==> config.mk <==
export PLATFORM = sky130hd
export DESIGN_NAME = ctr_record_sequencer
export DESIGN_NICKNAME = d
export VERILOG_FILES = /design/src/rtl/ctr_record_sequencer_pkg.sv /design/src/rtl/ctr_compact_fifo.sv /design/src/rtl/ctr_record_sequencer.sv
export SDC_FILE = /design/constraint.sdc
export NUM_CORES = 1
export LEC_CHECK = 0
export CORE_ASPECT_RATIO = 0.9
export CORE_MARGIN = 2
export CORE_UTILIZATION = 60
export DETAILED_ROUTE_END_ITERATION = 10
export PLACE_DENSITY_LB_ADDON = 0.2
export SYNTH_ARGS = -nofsm -noshare
export SYNTH_HDL_FRONTEND = slang
export SYNTH_HIERARCHICAL = 1
export SYNTH_SLANG_ARGS = --single-unit
==> constraint.sdc <==
create_clock -name clk_i -period 5.25 [get_ports clk_i]
set_input_delay 0.525 -clock clk_i [delete_from_list [all_inputs] [get_ports clk_i]]
set_output_delay 0.525 -clock clk_i [all_outputs]
set_load 0.005 [all_outputs]
==> src/rtl/ctr_record_sequencer_pkg.sv <==
// Shared types for the CTR record sequencer: record payload and FSM states.
package ctr_record_sequencer_pkg;

  localparam int unsigned XLEN     = 64;
  localparam int unsigned CtrTypeW = 4;

  typedef logic [CtrTypeW-1:0] ctr_type_t;

  typedef enum logic {
    RUN   = 1'b0,
    CLEAR = 1'b1
  } ctr_seq_state_e;

  // One control-transfer record as staged and written to the buffer.
  typedef struct packed {
    logic [XLEN-1:0] source;
    ctr_type_t       ctype;
  } ctr_record_t;

endpackage

==> src/rtl/ctr_compact_fifo.sv <==
// Multi-push, single-pop circular FIFO. Valid push lanes are compacted in
// ascending lane order; lanes beyond the free space are dropped and flagged.
//   clk_i, rstn_i   clock, async active-low reset
//   flush_i         empty the FIFO (no pushes that cycle)
//   push_valid_i    per-lane push request
//   push_data_i     per-lane record
//   pop_i           remove head (caller guarantees non-empty)
//   head_o          record at head
//   empty_o         FIFO empty
//   count_o         occupied entries
//   dropped_c       a valid lane found no space this cycle
module ctr_compact_fifo
  import ctr_record_sequencer_pkg::*;
#(
  parameter int unsigned NrPush = 2,
  parameter int unsigned Depth  = 4
) (
  input  logic                          clk_i,
  input  logic                          rstn_i,
  input  logic                          flush_i,
  input  logic        [NrPush-1:0]      push_valid_i,
  input  ctr_record_t [NrPush-1:0]      push_data_i,
  input  logic                          pop_i,
  output ctr_record_t                   head_o,
  output logic                          empty_o,
  output logic [$clog2(Depth+1)-1:0]    count_o,
  output logic                          dropped_c
);

  localparam int unsigned PtrW = (Depth > 1) ? $clog2(Depth) : 1;
  localparam int unsigned CntW = $clog2(Depth + 1);

  ctr_record_t     mem_q   [Depth];
  ctr_record_t     wr_data [Depth];
  logic [Depth-1:0] wr_en;
  logic [PtrW-1:0] head_q, head_d, tail_q, tail_d;
  logic [CntW-1:0] count_q, count_d;
  int unsigned     rank, free, slot, tail_sum;

  // Lane k lands at tail + (number of accepted lanes below k), wrapping.
  always_comb begin
    wr_en     = '0;
    for (int unsigned i = 0; i < Depth; i++) wr_data[i] = push_data_i[0];
    dropped_c = 1'b0;
    free      = Depth - 32'(count_q);
    rank      = 0;
    slot      = 0;
    for (int unsigned k = 0; k < NrPush; k++) begin
      if (push_valid_i[k]) begin
        if (rank < free) begin
          slot = 32'(tail_q) + rank;
          if (slot >= Depth) slot = slot - Depth;
          wr_en[PtrW'(slot)]   = 1'b1;
          wr_data[PtrW'(slot)] = push_data_i[k];
          rank = rank + 1;
        end else begin
          dropped_c = 1'b1;
        end
      end
    end
    tail_sum = 32'(tail_q) + rank;
    if (tail_sum >= Depth) tail_sum = tail_sum - Depth;
    tail_d  = PtrW'(tail_sum);
    head_d  = head_q;
    if (pop_i) head_d = (head_q == PtrW'(Depth - 1)) ? '0 : head_q + PtrW'(1);
    count_d = count_q + CntW'(rank) - CntW'(pop_i);
  end

  always_ff @(posedge clk_i or negedge rstn_i) begin
    if (!rstn_i) begin
      head_q  <= '0;
      tail_q  <= '0;
      count_q <= '0;
      for (int unsigned i = 0; i < Depth; i++) mem_q[i] <= '0;
    end else if (flush_i) begin
      head_q  <= '0;
      tail_q  <= '0;
      count_q <= '0;
    end else begin
      for (int unsigned i = 0; i < Depth; i++) begin
        if (wr_en[i]) mem_q[i] <= wr_data[i];
      end
      head_q  <= head_d;
      tail_q  <= tail_d;
      count_q <= count_d;
    end
  end

  assign head_o  = mem_q[head_q];
  assign empty_o = (count_q == '0);
  assign count_o = count_q;

endmodule

==> src/rtl/ctr_record_sequencer.sv <==
// Sequences commit-stage control-transfer records into the single-port CTR
// record buffer: compacting staging FIFO, wrapping write pointer, freeze,
// back-pressure, sticky overflow and the multi-cycle clear sweep.
//   clk_i, rstn_i        clock, async active-low reset
//   ctr_source_i/type_i  per-port record payload; ctr_valid_i per-port valid
//   ctr_ready_o          commit may present a full set of records
//   enable_i, freeze_i   recording enable; stop draining
//   clear_i              flush and sweep the buffer
//   rec_*                record buffer write port (combinational)
//   wr_ptr_o             next write index
//   busy_o, overflow_o   sweep active; sticky record-dropped flag
module ctr_record_sequencer
  import ctr_record_sequencer_pkg::*;
#(
  parameter int unsigned NrCommitPorts = 2,
  parameter int unsigned FifoDepth     = 4,
  parameter int unsigned CtrDepth      = 16
) (
  input  logic                                 clk_i,
  input  logic                                 rstn_i,
  input  logic [NrCommitPorts-1:0][XLEN-1:0]   ctr_source_i,
  input  ctr_type_t [NrCommitPorts-1:0]        ctr_type_i,
  input  logic [NrCommitPorts-1:0]             ctr_valid_i,
  output logic                                 ctr_ready_o,
  input  logic                                 enable_i,
  input  logic                                 freeze_i,
  input  logic                                 clear_i,
  output logic                                 rec_we_o,
  output logic [$clog2(CtrDepth)-1:0]          rec_idx_o,
  output logic                                 rec_valid_o,
  output logic [XLEN-1:0]                      rec_source_o,
  output ctr_type_t                            rec_type_o,
  output logic [$clog2(CtrDepth)-1:0]          wr_ptr_o,
  output logic                                 busy_o,
  output logic                                 overflow_o
);

  localparam int unsigned IdxW = $clog2(CtrDepth);
  localparam int unsigned CntW = $clog2(FifoDepth + 1);

  ctr_seq_state_e state_q, state_d;
  logic [IdxW-1:0] wr_ptr_q, wr_ptr_d, sweep_q, sweep_d;
  logic            overflow_q, overflow_d;
  logic            push_en, pop;
  logic [NrCommitPorts-1:0] push_valid;
  ctr_record_t [NrCommitPorts-1:0] push_data;
  ctr_record_t     fifo_head;
  logic            fifo_empty, fifo_dropped;
  logic [CntW-1:0] fifo_count;

  // Inputs only enter the FIFO while running and not clearing.
  assign push_en    = enable_i && !clear_i && (state_q == RUN);
  assign push_valid = ctr_valid_i & {NrCommitPorts{push_en}};

  always_comb begin
    for (int unsigned k = 0; k < NrCommitPorts; k++) begin
      push_data[k].source = ctr_source_i[k];
      push_data[k].ctype  = ctr_type_i[k];
    end
  end

  ctr_compact_fifo #(
    .NrPush (NrCommitPorts),
    .Depth  (FifoDepth)
  ) u_fifo (
    .clk_i        (clk_i),
    .rstn_i       (rstn_i),
    .flush_i      (clear_i),
    .push_valid_i (push_valid),
    .push_data_i  (push_data),
    .pop_i        (pop),
    .head_o       (fifo_head),
    .empty_o      (fifo_empty),
    .count_o      (fifo_count),
    .dropped_c    (fifo_dropped)
  );

  // Ready only when a full set of ports fits; a same-cycle pop is not credited.
  assign ctr_ready_o = (state_q == RUN) &&
                       ((FifoDepth - 32'(fifo_count)) >= NrCommitPorts);

  // Next-state and write-port logic.
  always_comb begin
    state_d      = state_q;
    wr_ptr_d     = wr_ptr_q;
    sweep_d      = sweep_q;
    overflow_d   = overflow_q;
    pop          = 1'b0;
    rec_we_o     = 1'b0;
    rec_idx_o    = wr_ptr_q;
    rec_valid_o  = 1'b0;
    rec_source_o = '0;
    rec_type_o   = '0;
    busy_o       = 1'b0;
    case (state_q)
      RUN: begin
        if (!fifo_empty && !freeze_i && !clear_i) begin
          pop          = 1'b1;
          rec_we_o     = 1'b1;
          rec_valid_o  = 1'b1;
          rec_source_o = fifo_head.source;
          rec_type_o   = fifo_head.ctype;
          wr_ptr_d     = wr_ptr_q + IdxW'(1);
        end
        if (fifo_dropped) overflow_d = 1'b1;
      end
      CLEAR: begin
        busy_o    = 1'b1;
        rec_we_o  = 1'b1;
        rec_idx_o = sweep_q;
        if (sweep_q == IdxW'(CtrDepth - 1)) begin
          state_d  = RUN;
          wr_ptr_d = '0;
        end else begin
          sweep_d = sweep_q + IdxW'(1);
        end
      end
      default: state_d = RUN;
    endcase
    // Clear wins from any state and (re)starts the sweep at index 0.
    if (clear_i) begin
      state_d    = CLEAR;
      sweep_d    = '0;
      overflow_d = 1'b0;
    end
  end

  always_ff @(posedge clk_i or negedge rstn_i) begin
    if (!rstn_i) begin
      state_q    <= RUN;
      wr_ptr_q   <= '0;
      sweep_q    <= '0;
      overflow_q <= 1'b0;
    end else begin
      state_q    <= state_d;
      wr_ptr_q   <= wr_ptr_d;
      sweep_q    <= sweep_d;
      overflow_q <= overflow_d;
    end
  end

  assign wr_ptr_o   = wr_ptr_q;
  assign overflow_o = overflow_q;

endmodule

; Word level (Yosys, flattened, before mapping)
; Cells that the tools add are included.
[classes]
n_addsub = 12
mul = 0
n_div = 0
n_lt_le_gt_ge = 15
n_eq_ne = 6
n_shift = 0
n_mux = 62
bitwise = 7
reduce_logical = 23
[ops]
columns = operator, count
row1 = two-way mux 272 bit, 4
row2 = bitwise mux 272 bit, 2
row3 = demux 68 bit (select 2 bit), 2
row4 = two-way mux 68 bit, 4
row5 = binary-select mux 68 bit (select 2 bit), 1
row6 = two-way mux 64 bit, 2
row7 = two-way mux 32 bit, 3
row8 = adder 2 x 32 -> 32 bit, 2
row9 = ">= comparator 32 x 3 -> 1 bit, second input constant", 2
row10 = two-way mux 4 bit, 12
row11 = "adder 32 x 1 -> 32 bit, second input constant", 1
row12 = ">= comparator 32 x 2 -> 1 bit, second input constant", 1
row13 = "less-than comparator 1 x 32 -> 1 bit, first input constant", 1
row14 = less-than comparator 32 bit, 1
row15 = two-way mux 2 bit, 11
row16 = two-way mux 1 bit, 16
row17 = AND reduction 2 bit, 7
row18 = ">= comparator 3 bit, second input constant", 3
row19 = logical AND 1 bit, 9
row20 = inverter 2 -> 3 bit, 3
row21 = "adder 4 x 1 -> 4 bit, second input constant", 2
row22 = one-hot mux 4 bit (2 select lines), 1
row23 = "less-than comparator 2 x 3 -> 1 bit, second input constant", 2
row24 = "less-than comparator 3 x 1 -> 1 bit, second input constant", 2
row25 = 20 further kinds, 31
[totals]
reg_bits = 289
latch_bits = 0
ram_bits = 0
mem_bits_ro = 0
inputBits = 143
output_inout_bits = 81
n_memories = 0

; Depth between registers and ports, before layout
; Gate-level depths: netlist of run 1.
[logic_depth]
depth_word = 18
mapped_depth = 18
mapped_depth_nobuf = 18

; Cells and area by module
; The synthesis of run 1 kept the hierarchy.
[modules_own_cells]
columns = module, instances, cells_each, area_per_inst_um2
row1 = ctr_compact_fifo, 1, 1172, 14390.1
row2 = ctr_record_sequencer, 1, 137, 1094.8

; Worst setup path after synthesis of run 1
; OpenSTA, ideal clock, no wires.
[synth_timing]
path_type = input-to-reg
from = in clear_i
to = reg u_fifo.count_q[2] (netlist: u_fifo/count_o[2])
arrival_ps = 3243
t_required_ps = 5118
setup_slack_ps = 1875
cell_stages = 17
cell_sequence = clkbuf_1 > nor2_1 > and3_1 > and2b_1 > or3_1 > ha_1 > nand2_1 > o21ai_0 > inv_1 > ha_1 > inv_1 > ha_1 > inv_1 > fa_1 > xnor2_1 > xnor2_1 > nor2_1
[synth_between]
elab_chain_cells = 11
elab_cells_between_ends = 15
[synth_rtl]
columns = item, line
row1 = "start, declared", ctr_record_sequencer.sv:27  ; input logic clear_i,
row2 = logical NOT 1 bit *, ctr_record_sequencer.sv:52  ; assign push_en = enable_i && !clear_i && (state_q == RUN);
row3 = logical AND 1 bit * (2 in series), ctr_record_sequencer.sv:52
row4 = bitwise AND 2 bit *, ctr_record_sequencer.sv:53  ; assign push_valid = ctr_valid_i & {NrCommitPorts{push_en}};
row5 = net push_valid[0], ctr_record_sequencer.sv:45  ; logic [NrCommitPorts-1:0] push_valid;
row6 = two-way mux 32 bit *, ctr_compact_fifo.sv:49  ; if (push_valid_i[k]) begin
row7 = adder 32 x 1 -> 32 bit or less-than comparator 32 bit (tied branches), "ctr_compact_fifo.sv:55, ctr_compact_fifo.sv:50"
row8 = two-way mux 32 bit, ctr_compact_fifo.sv:50  ; if (rank < free) begin
row9 = two-way mux 32 bit *, ctr_compact_fifo.sv:49
row10 = adder 3 bit *, ctr_compact_fifo.sv:66  ; count_d = count_q + CntW'(rank) - CntW'(pop_i);
row11 = subtractor 3 x 1 -> 3 bit *, ctr_compact_fifo.sv:66
row12 = two-way mux 3 bit *, ctr_compact_fifo.sv:75  ; end else if (flush_i) begin
row13 = "end signal, assigned", ctr_compact_fifo.sv:85  ; count_q <= count_d;
row14 = "end, declared", ctr_compact_fifo.sv:37  ; logic [CntW-1:0] count_q, count_d;
; The timed path passes the listed nets; every way through them passes the cells marked *.
; A chain may end at the register's enable or synchronous reset.

; Worst setup path in the final report of run 1
[layout_timing]
from = reg u_fifo.count_q[0] (netlist: u_fifo/count_o[0])
to = reg u_fifo/mem_q[151] (netlist bit)
[layout_between]
elab_chain_cells = 17
elab_cells_between_ends = 33
[layout_rtl]
columns = item, line
row1 = subtractor 3 x 3 -> 4 bit *, ctr_compact_fifo.sv:45  ; free = Depth - 32'(count_q);
row2 = less-than comparator 1 x 32 -> 1 bit, ctr_compact_fifo.sv:50
row3 = two-way mux 1 bit, ctr_compact_fifo.sv:50
row4 = two-way mux 32 bit, ctr_compact_fifo.sv:49
row5 = adder 2 x 32 -> 32 bit, ctr_compact_fifo.sv:51  ; slot = 32'(tail_q) + rank;
row6 = >= comparator 32 x 3 -> 1 bit or subtractor 2 x 1 -> 2 bit (tied branches), ctr_compact_fifo.sv:52  ; if (slot >= Depth) slot = slot - Depth;
row7 = two-way mux 2 bit, ctr_compact_fifo.sv:52
row8 = two-way mux 2 bit, ctr_compact_fifo.sv:50
row9 = two-way mux 2 bit, ctr_compact_fifo.sv:49
row10 = "less-than comparator 2 x 3 -> 1 bit (implied by the code), or another cell as far along", ctr_compact_fifo.sv:53  ; wr_en[PtrW'(slot)] = 1'b1;
row11 = "logical AND 1 bit (implied by the code), or another cell as far along", ctr_compact_fifo.sv:53
row12 = two-way mux 1 bit (implied by the code) or logical AND 1 bit (tied branches), "ctr_compact_fifo.sv:53, ctr_compact_fifo.sv:54"
row13 = demux 1 bit (select 2 bit) or two-way mux 68 bit (tied branches), --
row14 = OR 4 bit (no source line) or demux 68 bit (select 2 bit) (tied branches), --
row15 = two-way mux 4 bit or bitwise mux 272 bit (tied branches), "ctr_compact_fifo.sv:50, ctr_compact_fifo.sv:54"
row16 = two-way mux 4 bit or two-way mux 272 bit (tied branches), "ctr_compact_fifo.sv:49, ctr_compact_fifo.sv:50"
row17 = AND reduction 2 bit (no source line) or two-way mux 272 bit (tied branches), --
row18 = "end signal, assigned by index", ctr_compact_fifo.sv:81  ; if (wr_en[i]) mem_q[i] <= wr_data[i];
row19 = "end, declared", ctr_compact_fifo.sv:33  ; ctr_record_t mem_q [Depth];
; Every way passes the cells marked *; elsewhere a longest branch is shown, timed or not. The select of a mux whose other input is x is not followed.

==> results of run 1 <==
worst max-delay path: cells and delay by family, from the launching register on:
kind	cells	cell delay, ps
fa+ha+maj	3	810
xor+xnor	1	620
buf+inv	3	570
simple gates	2	410
flops	1	430
compound gates	3	960
power by group:
part	switching, mW	total [mW]	internal (mW)	leakage [nW]
clock network	0.912	2.47	1.55	0.563
registers	0.0279	2.30	2.27	3.99
logic	0.165	0.355	0.191	3.01
total	1.10	5.12	4.02	7.57
path summary, 6_finish.rpt:
kind                       slack (ps)                            end
hold / removal                    490        wr_ptr_o[2]$_DFFE_PN0P_
hold reg to reg                   490        wr_ptr_o[2]$_DFFE_PN0P_
setup reg to reg                 1350  u_fifo/mem_q[151]$_DFFE_PN0P_
setup / recovery                 1350  u_fifo/mem_q[151]$_DFFE_PN0P_
min in group asynchronous         500        wr_ptr_o[3]$_DFFE_PN0P_
max in group asynchronous        3380  u_fifo/mem_q[260]$_DFFE_PN0P_
area by class of cell:
| type | count | share of cell area (%) |
|---|---|---|
| Multi-Input combinational cell | 855 | 40.0 |
| Sequential cell | 289 | 38.0 |
| Timing Repair Buffer | 249 | 13.4 |
| Clock buffer | 41 | 4.59 |
| Tap cell | 342 | 2.25 |
| Clock inverter | 15 | 1.49 |
| Inverter | 13 | 0.256 |
| Antenna cell | 1 | 0.0131 |
sequential cells by signal (all words and copies together), names as in the netlist:
signal          cells
u_fifo/head_q       2
overflow_o          1
wr_ptr_o            4
state_q             1
u_fifo/mem_q      272
u_fifo/tail_q       2
sweep_q             4
u_fifo/count_o      3
metal layers:
layer / share of wire (%) / up-vias / GRT usage, %
met1: 40 / 6631 / 47.0
met3: 10 / 98 / 6.03
met4: 2.8 / 2 / 12.0
met2: 47 / 824 / 54.7
li1: - / 5484 / -
met5: 0.024 / - / 0
placed cells by master, fill, tap and decap left out, drive strengths merged, types with 2 or more instances in the layout:
cell type        n
a21oi            3
or2              2
clkdlybuf4s50  221
nand3          272
nand2            7
and2            68
and3             2
nor4bb           2
nand4            3
ha              14
nor2            79
mux2             4
clkbuf          41
nand2b           5
clkinv           5
xnor2            5
bufinv           8
xor2             2
mux2i            6
nor2b            4
o21ai           11
mux4            68
o221a          272
dfrtp          289
o311ai           2
o21a             2
buf             27
clkinvlp         2
nor3             3
inv             13
o311a            2
a21o             4
metrics by stage:
stage	hold slack, ps	worst slack (ps)	cell area, um^2
after floorplan	229	1870	15500
after global placement	476	1490	17900
after detailed placement	488	1350	17900
after CTS	496	1410	19000
after global routing	534	1110	19000
final	491	1350	19000
logic make-up (layout without fill, tap and decap cells):
| family | Yosys count | in the layout |
|---|---|---|
| adder cells (fa/ha/maj) | 15 | 15 |
| XOR/XNOR | 7 | 7 |
| AND/OR/NAND/NOR | 454 | 454 |
| buffers and inverters | 165 | 318 |
| multiplexers | 78 | 78 |
| flip-flops | 289 | 289 |
| AO/OA/AOI/OAI | 301 | 301 |
| other | 0 | 1 |
==> flow_metrics.tcl, run 1 <==
set metrics [dict create \
    required_ps 5740 \
    dpl.hpwl_um 25400 \
    synth_compound_area_share_pct 21.2 \
    rsz0062_at_grt "no" \
    netlist.top_cell.by_area "dfrtp_1" \
    synthMostInstantiatedCell "dfrtp_1" \
    wl_um 46200 \
    post_cts_buffers 0 \
    num-nets-final 1596 \
    drtIter0Drc 1661 \
    synth_cell_types 48 \
    min_path_cells 1 \
    synth_common_cells "289 x dfrtp_1, 272 x nand3_1, 212 x o221a_2" \
    period_needed_ps 3900 \
    startpoint "u_fifo/count_o[0]$_DFF_PN0_" \
    ir_drop_uv 254 \
    cap_violations 0 \
    ys.flop_type "dfrtp_1" \
    core_area_um2 25300 \
    ctsResizeCount 0 \
    synth_seq_cells 289 \
    synthSimpleGateAreaFrac_pct 15.0 \
    port_buffers 223 \
    max-slew-margin-rel_pct 22.3 \
    crit_path_start_kind "flip-flop" \
    drt-vias-per-instance 7.22 \
    crit_arrival_ps 4390 \
    fp-row-count 55 \
    min-delay-start "wr_ptr_o[2]$_DFFE_PN0P_" \
    syn_area_um2 15500 \
    path_max_fanout 58 \
    cpMaxStageDelayCell "xnor2_4" \
    cts_tree "done" \
    ys.warnings.count 6 \
    cts-hold-fix-buffers 1 \
    dieHeight_um 156 \
    synthMuxAreaShare_pct 10.6 \
    crit_path_end_kind "flip-flop" \
    synth_area_leaders "dfrtp_1 47%, o221a_2 15%, mux4_2 9.9%" \
    setup_viol 0 \
    final_util_pct 75.4 \
    final.setup_skew_ps 13.7 \
    drc_errors 0 \
    worstSkewPairLatency_ps 560 \
    total_power_mw 5.12 \
    dp.cells 1747 \
    seqCellArea_um2 7240 \
    cts.clk_slew.worst_paths_ps 70 \
    synth_xor_area_share_pct 0.444 \
    r2r_cells 12 \
    grt_pass1_wl_um 73300 \
    antenna_found_initial 2 \
    die_w_um 173 \
    min_path_type "flip-flop to flip-flop" \
    vias 13000 \
    hold_viol_final 0 \
    syn_avg_cell_area_um2 11.8 \
    worstSetupPathType "flip-flop to flip-flop" \
    netlist_instances 1309 \
    leakage_nw 7.57 \
    synth_top_family_by_area "compound AO/OA/AOI/OAI gates" \
    pin_count 224 \
    area_delta_synth_final_pct 23.0 \
    status "finished, final reports clean" \
    cpPeakStageDelay_ps 620 \
    drive_above_1_share_pct 26.3 \
    synth_edf_count 0 \
    instances_no_fill 1805 \
    multi_input_comb_area_um2 7610 \
    num-fill-cells 1671 \
    cts_buffer_depth 3 \
    grt_overflow_total 0 \
    cpMostUsedCell "ha_1" \
    cts_sinks 289 \
    path_cells "inv_1 > ha_1 > ha_1 > nand2_1 > o21ai_0 > inv_1 > ha_1 > xnor2_4 > nand2b_1 > o21ai_4 > buf_12 > o221a_1" \
    place_congestion 0.811 \
    cts_root_buffer "clkbuf_16" \
    yosys.area.top_type_share_pct 46.7 \
    die_area_um2 27100 \
    first_pass_iters 5 \
    worst_pin_slew_ps 1170 \
    initial_utilization_pct 61.3 \
    h-tree-depth 1 \
    finalCritPeriodShare_pct 74.3 \
    wl_per_cell_um 25.6 \
    fmax_mhz 256 \
    tns_ps 0 \
    cts_buffers 30 \
    r2r-start "u_fifo/count_o[0]$_DFF_PN0_" \
    slew_viol_final 0 \
    yosysSeqAreaShare_pct 46.7 \
    ant_nets 0 \
    yosys.area_share.adder_pct 1.26 \
    grt_pass1_vias 13300 \
    grtUsageTotal_pct 33.9 \
    grt_start_max_net_pins 148 \
    power.density_nw_per_um2 269 \
    synth_nets 1467 \
    async_reset_ff_share_pct 100 \
]
Note: power is estimated with default switching activity, not from simulation.
==> run 2, diff against run 1 <==
--- a/config.mk
+++ b/config.mk
@@ -7,7 +7,7 @@
 export LEC_CHECK = 0
 export CORE_ASPECT_RATIO = 0.9
 export CORE_MARGIN = 2
-export CORE_UTILIZATION = 60
+export CORE_UTILIZATION = 50
 export DETAILED_ROUTE_END_ITERATION = 10
 export PLACE_DENSITY_LB_ADDON = 0.2
 export SYNTH_ARGS = -nofsm -noshare
==> constraint.sdc (replaced) <==
create_clock -name clk_i -period 3.4 [get_ports clk_i]
set_input_delay 0.34 -clock clk_i [delete_from_list [all_inputs] [get_ports clk_i]]
set_output_delay 0.34 -clock clk_i [all_outputs]
set_load 0.005 [all_outputs]
==> run 2 against run 1 <==
Effect of this change: highest routed layer unchanged; count of clock-buffer cells in the layout increased by 4; hold slack worse by 61 ps; clock skew is 4.4 ps lower; flip-flop and latch count is the same; first-iteration DRC count fell by 25%; total power up 46%; final area rose by 1.5%; critical endpoint is now u_fifo/count_o[2]$_DFF_PN0_.
==> flow_metrics.tcl, run 2 (synthesized netlist as in run 1, its figures left out) <==
set metrics [dict create \
    final_common_cell "dfrtp_1" \
    fmax_mhz 308 \
    initial_utilization_pct 50.5 \
    r2r_slack_ps 150 \
    crit_path_end_kind "flip-flop" \
    num-nets-final 1623 \
    max-slew-margin-rel_pct 44.4 \
    wl_per_cell_um 25.0 \
    h-tree-depth 1 \
    largest_reg_flops 272 \
    vias 12800 \
    required_ps 3810 \
    cts_buffers 31 \
    first_pass_iters 5 \
    drc_errors 0 \
    cts_sinks 289 \
    grtUsageTotal_pct 29.3 \
    final_util_pct 63.0 \
    grt_pass1_vias 13000 \
    path_max_fanout 5 \
    wl_um 47600 \
    final.setup_skew_ps 9.31 \
    worstSetupPathType "flip-flop to flip-flop" \
    worstSkewPairLatency_ps 560 \
    ant_nets 0 \
    most-common-layout-cells "287 x dfrtp_1, 272 x nand3_1, 221 x clkdlybuf4s50_1" \
    ir_drop_uv 407 \
    final_area_um2 19300 \
    drtIter0Drc 1247 \
    cts_tree "done" \
    worst_pin_slew_ps 834 \
    grt_overflow_total 0 \
    cts.clk_slew.worst_paths_ps 60 \
    dieHeight_um 171 \
    fp-row-count 61 \
    place_congestion 0.789 \
    drive_above_1_share_pct 27.9 \
    core_area_um2 30700 \
    placed_cell_area_um2 18200 \
    regMostFlops "u_fifo/mem_q" \
    fin_ws_ps 150 \
    power.density_nw_per_um2 388 \
    slew_viol_final 0 \
    cts_buffer_depth 3 \
    min_path_type "primary input to asynchronous set/reset pin" \
    cap_violations 0 \
    area_delta_synth_final_pct 24.8 \
    post-place-ws_ps -29.3 \
    cts_root_buffer "clkbuf_16" \
    period_needed_ps 3250 \
    drt-vias-per-instance 6.73 \
    setup_viol 0 \
    finalCritPeriodShare_pct 95.6 \
    leakage_nw 7.68 \
    hold_viol_final 0 \
    die_area_um2 32400 \
    crit_path_start_kind "flip-flop" \
    grt_start_max_net_pins 107 \
    antenna_found_initial 3 \
    status "finished, final reports clean" \
    die_w_um 190 \
    port_buffers 223 \
    grt_pass1_wl_um 75200 \
    total_power_mw 7.49 \
    pin_count 224 \
    crit_arrival_ps 3660 \
    dpl.hpwl_um 26700 \
]
[run 2: cell types whose count changed in the layout (fill, tap and decap cells not counted), sizes merged]
cell	delta
clkinv	+1
diode	+1
bufinv	-6
inv	+1
buf	+25
clkbuf	+5
clkinvlp	+1
[run 2: path summary, 6_finish.rpt]
check | from | to | cells after the start
setup / recovery | u_fifo/count_o[1]$_DFF_PN0_ | u_fifo/count_o[2]$_DFF_PN0_ | 17
hold / removal | rstn_i | u_fifo/mem_q[88]$_DFFE_PN0P_ | 2
setup reg to reg | u_fifo/count_o[1]$_DFF_PN0_ | u_fifo/count_o[2]$_DFF_PN0_ | 17
hold reg to reg | overflow_o$_DFFE_PN0P_ | overflow_o$_DFFE_PN0P_ | 2
max in group asynchronous | rstn_i | u_fifo/mem_q[191]$_DFFE_PN0P_ | 3
min in group clk_i | overflow_o$_DFFE_PN0P_ | overflow_o$_DFFE_PN0P_ | 2
[run 2: power breakdown]
part           total, mW  internal, mW  switching, mW
logic              0.551         0.301          0.250
clock network       3.39          1.98           1.42
registers           3.55          3.51         0.0423
total               7.49          5.78           1.71
[run 2: per-stage QoR]
stage / hold slack [ps] / cells / setup TNS, ps
final: 430 / 1900 / 0
after global routing: 495 / 1900 / -12.5
after CTS: 454 / 1894 / 0
after detailed placement: 455 / 1836 / -29.3
after global placement: 450 / 1836 / 0
after floorplan: 44.4 / 1309 / 0
[run 2: layer usage]
layer	vias to the layer above	track usage [%]	routed length [um]
met1	6537	42.2	20100
met2	648	46.1	22300
met4	2	8.56	1070
met3	85	4.92	4040
li1	5517	-	-
met5	-	0	11
[run 2: layout make-up]
type	count	area, um^2
fillers	2455	11300
multi-input cells	855	7650
flip-flops and latches	289	7240
repair buffers	275	2860
clock buffers	45	898
well taps	409	512
clock inverters	12	121
inverters	13	48.8
diodes	2	5.00
[run 2: timing repair]
action	4_1_cts	5_1_grt
hold endpoints to repair	99	0
hold buffers	1	0
gates resized for setup	0	10
setup endpoints to repair	0	52
buffers inserted	0	3
[run 2: critical path, cell delays in order, from the launching register on]
cell and delay (ps):
dfrtp_1 410, inv_2 70, ha_2 190, ha_4 260, nand2b_1 80, or3_4 380
ha_1 290, nand2_1 60, o21ai_2 90, inv_1 60, ha_1 260, inv_1 50
ha_1 130, inv_1 50, fa_2 350, xnor2_2 180, xnor2_1 150, nor2_1 60
==> run 3, diff against run 2 <==
--- a/config.mk
+++ b/config.mk
@@ -10,6 +10,7 @@
 export CORE_UTILIZATION = 50
 export DETAILED_ROUTE_END_ITERATION = 10
 export PLACE_DENSITY_LB_ADDON = 0.2
+export SLEW_MARGIN = 20
 export SYNTH_ARGS = -nofsm -noshare
 export SYNTH_HDL_FRONTEND = slang
 export SYNTH_HIERARCHICAL = 1
==> results of run 3 <==
No change in the layout: final DEF, timing and power equal those of run 2.
